===== config.mk =====
export PLATFORM = sky130hd
export DESIGN_NAME = alu_issue
export DESIGN_NICKNAME = d
export VERILOG_FILES = /design/src/rtl/alu_issue.sv
export SDC_FILE = /design/constraint.sdc
export NUM_CORES = 1
export LEC_CHECK = 0
export ABC_AREA = 1
export CORE_ASPECT_RATIO = 0.8
export CORE_MARGIN = 4
export CORE_UTILIZATION = 50
export DETAILED_ROUTE_END_ITERATION = 12
export PLACE_DENSITY = 0.71
export REMOVE_ABC_BUFFERS = 1
export SYNTH_ARGS = -nofsm -noshare
export SYNTH_HDL_FRONTEND = slang
export SYNTH_SLANG_ARGS = --single-unit

===== constraint.sdc =====
create_clock -name clk -period 1.4 [get_ports clk]
set_input_delay 0.42 -clock clk [delete_from_list [all_inputs] [get_ports clk]]
set_output_delay 0.42 -clock clk [all_outputs]
set_load 0.01 [all_outputs]

===== src/rtl/alu_issue.sv =====
// alu_issue: single-issue front end for an external combinational ALU.
// Each accepted instruction walks IDLE -> EXEC -> WB -> IDLE. Operands are read
// from an 8-entry register file at the transfer edge and presented to the ALU
// during EXEC. The ALU response is captured at the end of EXEC, and the result
// is written back at the end of WB.
//
// Ports:
//   clk, reset         clock; synchronous active-high reset
//   instr              [15:12] opcode, [11:9] rd, [8:6] ra, [5:3] rb, [8:0] imm9
//   instr_valid/ready  instruction handshake (ready only in IDLE)
//   alu_reg_A/B        ALU operands (zero outside EXEC)
//   alu_cop            ALU operation code (zero outside EXEC)
//   alu_result/ovf     combinational ALU response
//   wb_valid/rd/data   one-cycle write-back notification (WB state)
//   ovf_flag           overflow flag from ADD/SUB; clear_ovf clears it
//   illegal            one-cycle pulse in WB for an undefined opcode
//
// Configuration macro: ALU_ISSUE_STICKY_OVF_EN makes ovf_flag sticky
// (set by ADD/SUB overflow, cleared only by clear_ovf or reset).
module alu_issue #(
    parameter int unsigned DATA_WIDTH = 16
) (
    input  logic                  clk,
    input  logic                  reset,
    input  logic [15:0]           instr,
    input  logic                  instr_valid,
    output logic                  instr_ready,
    output logic [DATA_WIDTH-1:0] alu_reg_A,
    output logic [DATA_WIDTH-1:0] alu_reg_B,
    output logic [3:0]            alu_cop,
    input  logic [DATA_WIDTH-1:0] alu_result,
    input  logic                  alu_ovf,
    output logic                  wb_valid,
    output logic [2:0]            wb_rd,
    output logic [DATA_WIDTH-1:0] wb_data,
    output logic                  ovf_flag,
    input  logic                  clear_ovf,
    output logic                  illegal
);

    localparam logic [3:0] OP_CLR   = 4'h0;
    localparam logic [3:0] OP_ADD   = 4'h1;
    localparam logic [3:0] OP_SUB   = 4'h2;
    localparam logic [3:0] OP_MOV   = 4'h3;
    localparam logic [3:0] OP_CMPEQ = 4'h4;
    localparam logic [3:0] OP_LDI   = 4'h7;

    typedef enum logic [1:0] {
        S_IDLE = 2'd0,
        S_EXEC = 2'd1,
        S_WB   = 2'd2
    } state_e;

    state_e                state_q,    state_d;
    logic [15:0]           instr_q,    instr_d;
    logic [DATA_WIDTH-1:0] rf_q [8];
    logic [DATA_WIDTH-1:0] rf_d [8];
    logic [DATA_WIDTH-1:0] alu_a_q,    alu_a_d;
    logic [DATA_WIDTH-1:0] alu_b_q,    alu_b_d;
    logic [3:0]            alu_cop_q,  alu_cop_d;
    logic                  ovf_cap_q,  ovf_cap_d;
    logic                  wb_valid_q, wb_valid_d;
    logic [2:0]            wb_rd_q,    wb_rd_d;
    logic [DATA_WIDTH-1:0] wb_data_q,  wb_data_d;
    logic                  illegal_q,  illegal_d;
    logic                  ovf_flag_q, ovf_flag_d;

    logic [3:0]            ex_op;
    logic [2:0]            ex_rd;
    logic [DATA_WIDTH-1:0] ex_imm;

    assign ex_op  = instr_q[15:12];
    assign ex_rd  = instr_q[11:9];
    assign ex_imm = DATA_WIDTH'(instr_q[8:0]);

    function automatic logic op_legal(input logic [3:0] op);
        return (op <= OP_CMPEQ) || (op == OP_LDI);
    endfunction

    function automatic logic [3:0] op_cop(input logic [3:0] op);
        case (op)
            OP_CLR:   return 4'b0000;
            OP_ADD:   return 4'b0001;
            OP_SUB:   return 4'b0010;
            OP_MOV:   return 4'b0011;
            OP_CMPEQ: return 4'b0100;
            default:  return 4'b0000;   // LDI and illegal opcodes do not use the ALU
        endcase
    endfunction

    // Ready is held low while reset is asserted.
    assign instr_ready = (state_q == S_IDLE) && !reset;

    always_comb begin
        state_d    = state_q;
        instr_d    = instr_q;
        rf_d       = rf_q;
        // ALU drive defaults to zero; only the transfer edge loads it, so it
        // is non-zero exactly during EXEC.
        alu_a_d    = '0;
        alu_b_d    = '0;
        alu_cop_d  = '0;
        ovf_cap_d  = ovf_cap_q;
        wb_valid_d = 1'b0;
        wb_rd_d    = wb_rd_q;
        wb_data_d  = wb_data_q;
        illegal_d  = 1'b0;
        ovf_flag_d = clear_ovf ? 1'b0 : ovf_flag_q;

        case (state_q)
            S_IDLE: begin
                if (instr_valid && instr_ready) begin
                    state_d = S_EXEC;
                    instr_d = instr;
                    // Any earlier write-back has already landed, so these
                    // reads are the values the register file holds in EXEC.
                    alu_a_d   = rf_q[instr[8:6]];
                    alu_b_d   = rf_q[instr[5:3]];
                    alu_cop_d = op_cop(instr[15:12]);
                end
            end
            S_EXEC: begin
                state_d   = S_WB;
                ovf_cap_d = alu_ovf;
                if (op_legal(ex_op)) begin
                    wb_valid_d = 1'b1;
                    wb_rd_d    = ex_rd;
                    wb_data_d  = (ex_op == OP_LDI) ? ex_imm : alu_result;
                end else begin
                    illegal_d = 1'b1;
                end
            end
            S_WB: begin
                state_d = S_IDLE;
                if (wb_valid_q) begin
                    rf_d[wb_rd_q] = wb_data_q;
                end
                // Overflow update overrides a simultaneous clear_ovf.
                if ((ex_op == OP_ADD) || (ex_op == OP_SUB)) begin
`ifdef ALU_ISSUE_STICKY_OVF_EN
                    if (ovf_cap_q) begin
                        ovf_flag_d = 1'b1;
                    end
`else
                    ovf_flag_d = ovf_cap_q;
`endif
                end
            end
            default: state_d = S_IDLE;
        endcase
    end

    always_ff @(posedge clk) begin
        if (reset) begin
            state_q    <= S_IDLE;
            instr_q    <= '0;
            rf_q       <= '{default: '0};
            alu_a_q    <= '0;
            alu_b_q    <= '0;
            alu_cop_q  <= '0;
            ovf_cap_q  <= 1'b0;
            wb_valid_q <= 1'b0;
            wb_rd_q    <= '0;
            wb_data_q  <= '0;
            illegal_q  <= 1'b0;
            ovf_flag_q <= 1'b0;
        end else begin
            state_q    <= state_d;
            instr_q    <= instr_d;
            rf_q       <= rf_d;
            alu_a_q    <= alu_a_d;
            alu_b_q    <= alu_b_d;
            alu_cop_q  <= alu_cop_d;
            ovf_cap_q  <= ovf_cap_d;
            wb_valid_q <= wb_valid_d;
            wb_rd_q    <= wb_rd_d;
            wb_data_q  <= wb_data_d;
            illegal_q  <= illegal_d;
            ovf_flag_q <= ovf_flag_d;
        end
    end

    assign alu_reg_A = alu_a_q;
    assign alu_reg_B = alu_b_q;
    assign alu_cop   = alu_cop_q;
    assign wb_valid  = wb_valid_q;
    assign wb_rd     = wb_rd_q;
    assign wb_data   = wb_data_q;
    assign illegal   = illegal_q;
    assign ovf_flag  = ovf_flag_q;

endmodule


==> qor.json, run 1 <==
{
  "timing.final.setup_violations": 34,
  "ant_nets": 0,
  "cp_data_required_time_ps": 980,
  "clkTransAtPathRegs_ps": 60,
  "failing_checks": "negative setup slack",
  "timing.reg2reg.setup_slack_ps": -60,
  "static-leakage-power_nw": 5.88,
  "groute.usage.overall_pct": 26.9,
  "clockPowerShare_pct": 42.0,
  "path_delay_family": "flip-flops",
  "finalCriticalPeriod_ps": 1580,
  "ioPinCount": 96,
  "synth_top_cells_by_count": "sky130_fd_sc_hd__nor2_1, sky130_fd_sc_hd__nand2_1, sky130_fd_sc_hd__dfxtp_1",
  "wl_met2_mm": 13.4,
  "sequential_cell_area_fraction_in_the_yosys_report_pct": 42.3,
  "antenna_cells": 0,
  "layout.filler_cells": 1675,
  "port_buffers": 94,
  "power.share.combinational_pct": 11.7,
  "hp-class": "in -> reg",
  "synth.top_cells.by_area": "sky130_fd_sc_hd__dfxtp_1, sky130_fd_sc_hd__nor2_1, sky130_fd_sc_hd__nand2_1",
  "yosysMostFrequentCell": "sky130_fd_sc_hd__nor2_1",
  "critPathCapture": "instr_ready",
  "critPathMaxFanout": 2,
  "final_worst_path_cycle_share_pct": 113,
  "yosysTopAreaCell": "sky130_fd_sc_hd__dfxtp_1",
  "start_util_pct": 50.8,
  "detailed_place_hpwl_mm": 19.4,
  "swShare_pct": 25.3,
  "post_detailed_route_wirelength_per_cell_um": 16.7,
  "power_switching_mw": 3.26,
  "highest-signal-layer": "met4",
  "placement_rows": 45,
  "cap_viol_max_count": 0,
  "antenna_violations_before_repair": 0,
  "cts_made_buffers": 21,
  "power.density_cell_area_mw_per_mm2": 1040,
  "synth_top_area_share_pct": 42.3,
  "m1WireLength_mm": 13.0,
  "drv_slew": 0,
  "seq_area_mm2": 0.00413,
  "crit_path_max_cell_delay_ps": 340,
  "detail_route.wirelength_mm": 30.3,
  "grt_overflow_total": 0,
  "netlist_instances": 1428,
  "fmax_ghz": 0.633,
  "core-area_mm2": 0.0190,
  "root_buffer": "sky130_fd_sc_hd__clkbuf_16",
  "netlist_area_mm2": 0.00965,
  "worstPathCellList": "nor3_4 > buf_2",
  "setup_slack_ps": -181,
  "area_growth_syn_to_fin_pct": 28.8,
  "synth-edff-count": 0,
  "grt_start_max_net_pins": 52,
  "multiInputGateArea_mm2": 0.00496,
  "design.final.nets": 1581,
  "tritoncts": "done",
  "reg2reg_depth": 10,
  "cts_num_sinks": 204,
  "final_layout_size_suffix_gt1_share_pct": 23.6,
  "worstReg2RegStart": "state_q[0]$_SDFFE_PP0P_",
  "critPathSlowestCell": "sky130_fd_sc_hd__dfxtp_2",
  "clock_latency_ps": 500,
  "dp_worst_setup_slack_ps": -687,
  "int_power_mw": 9.65,
  "cp_num_buf_inv": 1,
  "drt_iter0_markers": 979,
  "crit_path_end_kind": "primary output",
  "htree_num_levels": 1,
  "detailroute.wirelength.met3_mm": 2.93,
  "synth.yosys.warnings": 0,
  "crit_start": "state_q[0]$_SDFFE_PP0P_",
  "first_global_vias": 9059,
  "sequentialPowerShare_pct": 46.3,
  "postSynth.asyncResetShare_pct": 0,
  "report.final.hold_viol_count": 0,
  "place_area_mm2": 0.0113,
  "avgViaCountPerCell": 5.44,
  "die_h_um": 132,
  "post-route-drc-count": 0,
  "drtPass1Iterations": 5,
  "vias": 9862,
  "fin_skew_ps": 10.6,
  "place_congestion": 0.868,
  "timing.setup.critical_path_class": "reg -> out",
  "final_util_pct": 65.5,
  "cp.depth": 2,
  "holdBufCountCts": 0,
  "regToRegEndpoint": "rf_q[57]$_SDFFE_PP0P_",
  "synth.lib_cells_used.distinct": 27,
  "cp.arrival_ps": 1160,
  "grt_setup_unrepaired": "yes",
  "first_pass_grt_wire_length_mm": 47.3,
  "dieWidth_um": 163,
  "ir_worst_vdd_uv": 794,
  "yosys_most_used_dff": "sky130_fd_sc_hd__dfxtp_1",
  "finalPower_mw": 12.9,
  "crit_path_start_kind": "register",
  "die_area_mm2": 0.0216,
  "yosys_register_bits": 204,
  "run_status": "complete, but fails checks",
  "hold_slack_ps": 429,
  "postLayoutCellArea_mm2": 0.0124,
  "cts_max_path_buffers": 3,
  "avgSynthCellArea_um2": 6.75
}
==> what timing repair did <==
| action | in CTS | in global routing |
|---|---|---|
| endpoints found under the hold margin | 0 | 0 |
| setup buffers | 9 | 2 |
| gates resized for setup | 298 | 197 |
| endpoints found under the setup margin | 145 | 153 |
| gates cloned | 1 | 1 |
| pin swaps | 5 | 58 |
==> layout make-up <==
cell class | instances | share of cell area [%]
repair buffers | 195 | 15.0
well taps | 258 | 2.60
clock inverters | 2 | 0.282
clock buffers | 31 | 4.85
inverters | 115 | 4.02
flip-flops and latches | 204 | 33.2
repair inverters | 1 | 0.161
multi-input cells | 1006 | 39.9
==> sequential cells by signal (all words and copies together), names as in the netlist <==
register	count
rf_q	128
alu_cop	3
wb_rd	3
wb_valid	1
ovf_cap_q	1
instr_q	16
wb_data	16
illegal	1
alu_reg_B	16
state_q	2
alu_reg_A	16
ovf_flag	1
==> layout by cell type, fill, tap and decap left out, types with 2 or more instances in the layout <==
cell and count:
sky130_fd_sc_hd__a21oi_1 106, sky130_fd_sc_hd__buf_12 24, sky130_fd_sc_hd__buf_2 52, sky130_fd_sc_hd__buf_4 58, sky130_fd_sc_hd__buf_6 21, sky130_fd_sc_hd__buf_8 7, sky130_fd_sc_hd__clkbuf_1 6, sky130_fd_sc_hd__clkbuf_16 22
sky130_fd_sc_hd__clkbuf_8 4, sky130_fd_sc_hd__clkdlybuf4s50_1 31, sky130_fd_sc_hd__clkinv_2 2, sky130_fd_sc_hd__dfxtp_1 172, sky130_fd_sc_hd__dfxtp_2 31, sky130_fd_sc_hd__inv_1 100, sky130_fd_sc_hd__inv_16 2, sky130_fd_sc_hd__inv_2 3
sky130_fd_sc_hd__inv_4 3, sky130_fd_sc_hd__inv_8 5, sky130_fd_sc_hd__nand2_1 265, sky130_fd_sc_hd__nand2_2 8, sky130_fd_sc_hd__nand3_1 11, sky130_fd_sc_hd__nand3_4 2, sky130_fd_sc_hd__nor2_1 278, sky130_fd_sc_hd__nor2_2 38
sky130_fd_sc_hd__nor2_4 12, sky130_fd_sc_hd__nor2_8 7, sky130_fd_sc_hd__o211ai_1 32, sky130_fd_sc_hd__o21ai_0 133, sky130_fd_sc_hd__o21ai_1 48, sky130_fd_sc_hd__o21ai_2 58
==> cell families after synthesis <==
group	share of synthesized area [%]
AOI/OAI and AO/OA	20.5
and+or+nand+nor	27.0
DFF	42.3
buffers and inverters	10.1
other	0.0389
==> power by group through the flow <==
stage | registers [mW] | logic [mW] | clock network (mW)
after global routing | 5.99 | 1.63 | 5.71
after detailed placement | 6.10 | 1.45 | 0
after floorplan | 6.18 | 0.537 | 0
final | 5.98 | 1.50 | 5.43
after global placement | 6.10 | 1.43 | 0
after CTS | 5.98 | 1.41 | 5.47
==> per-stage QoR <==
step                      TNS (ps)  instances
after floorplan            -176520       1325
after global placement      -81540       1766
after detailed placement    -85130       1766
after CTS                     -287       1809
after global routing         -7210       1812
final                         -924       1812
==> worst reg2reg max path, cell delays in order, from the launching register on <==
cell                      delay, ps
sky130_fd_sc_hd__dfxtp_2        340
sky130_fd_sc_hd__buf_6          110
sky130_fd_sc_hd__inv_4           60
sky130_fd_sc_hd__nand2_4         50
sky130_fd_sc_hd__inv_6           70
sky130_fd_sc_hd__nand2_8        140
sky130_fd_sc_hd__nor2_8         170
sky130_fd_sc_hd__buf_12         160
sky130_fd_sc_hd__buf_8          140
sky130_fd_sc_hd__o21ai_1         60
sky130_fd_sc_hd__nor2_1         100
==> per-layer routing <==
| layer | global-route usage [%] | up-vias |
|---|---|---|
| li1 | - | 4790 |
| met1 | 37.9 | 4496 |
| met2 | 42.1 | 486 |
| met3 | 4.31 | 90 |
| met4 | 9.41 | 0 |
| met5 | 0 | - |
==> how the worst min path moves through the flow <==
stage                                       from                       end  cells past startpoint
after CTS                               instr[7]  alu_reg_A[10]$_SDFF_PP0_                      5
after global placement    ovf_cap_q$_SDFFE_PP0N_    ovf_cap_q$_SDFFE_PP0N_                      2
after global routing      ovf_cap_q$_SDFFE_PP0N_    ovf_cap_q$_SDFFE_PP0N_                      2
after detailed placement  ovf_cap_q$_SDFFE_PP0N_    ovf_cap_q$_SDFFE_PP0N_                      2
after floorplan           ovf_cap_q$_SDFFE_PP0N_    ovf_cap_q$_SDFFE_PP0N_                      2
final                                   instr[7]  alu_reg_A[10]$_SDFF_PP0_                      5
No activity file was read; power rests on OpenSTA's default activity.
==> inputs of run 2 (changes only) <==
--- a/config.mk
+++ b/config.mk
@@ -9,6 +9,7 @@
 export CORE_ASPECT_RATIO = 0.8
 export CORE_MARGIN = 4
 export CORE_UTILIZATION = 50
+export CTS_CLUSTER_SIZE = 16
 export DETAILED_ROUTE_END_ITERATION = 12
 export PLACE_DENSITY = 0.71
 export REMOVE_ABC_BUFFERS = 1
==> results of run 2 <==
No change in the layout: final DEF, timing and power equal those of run 1.
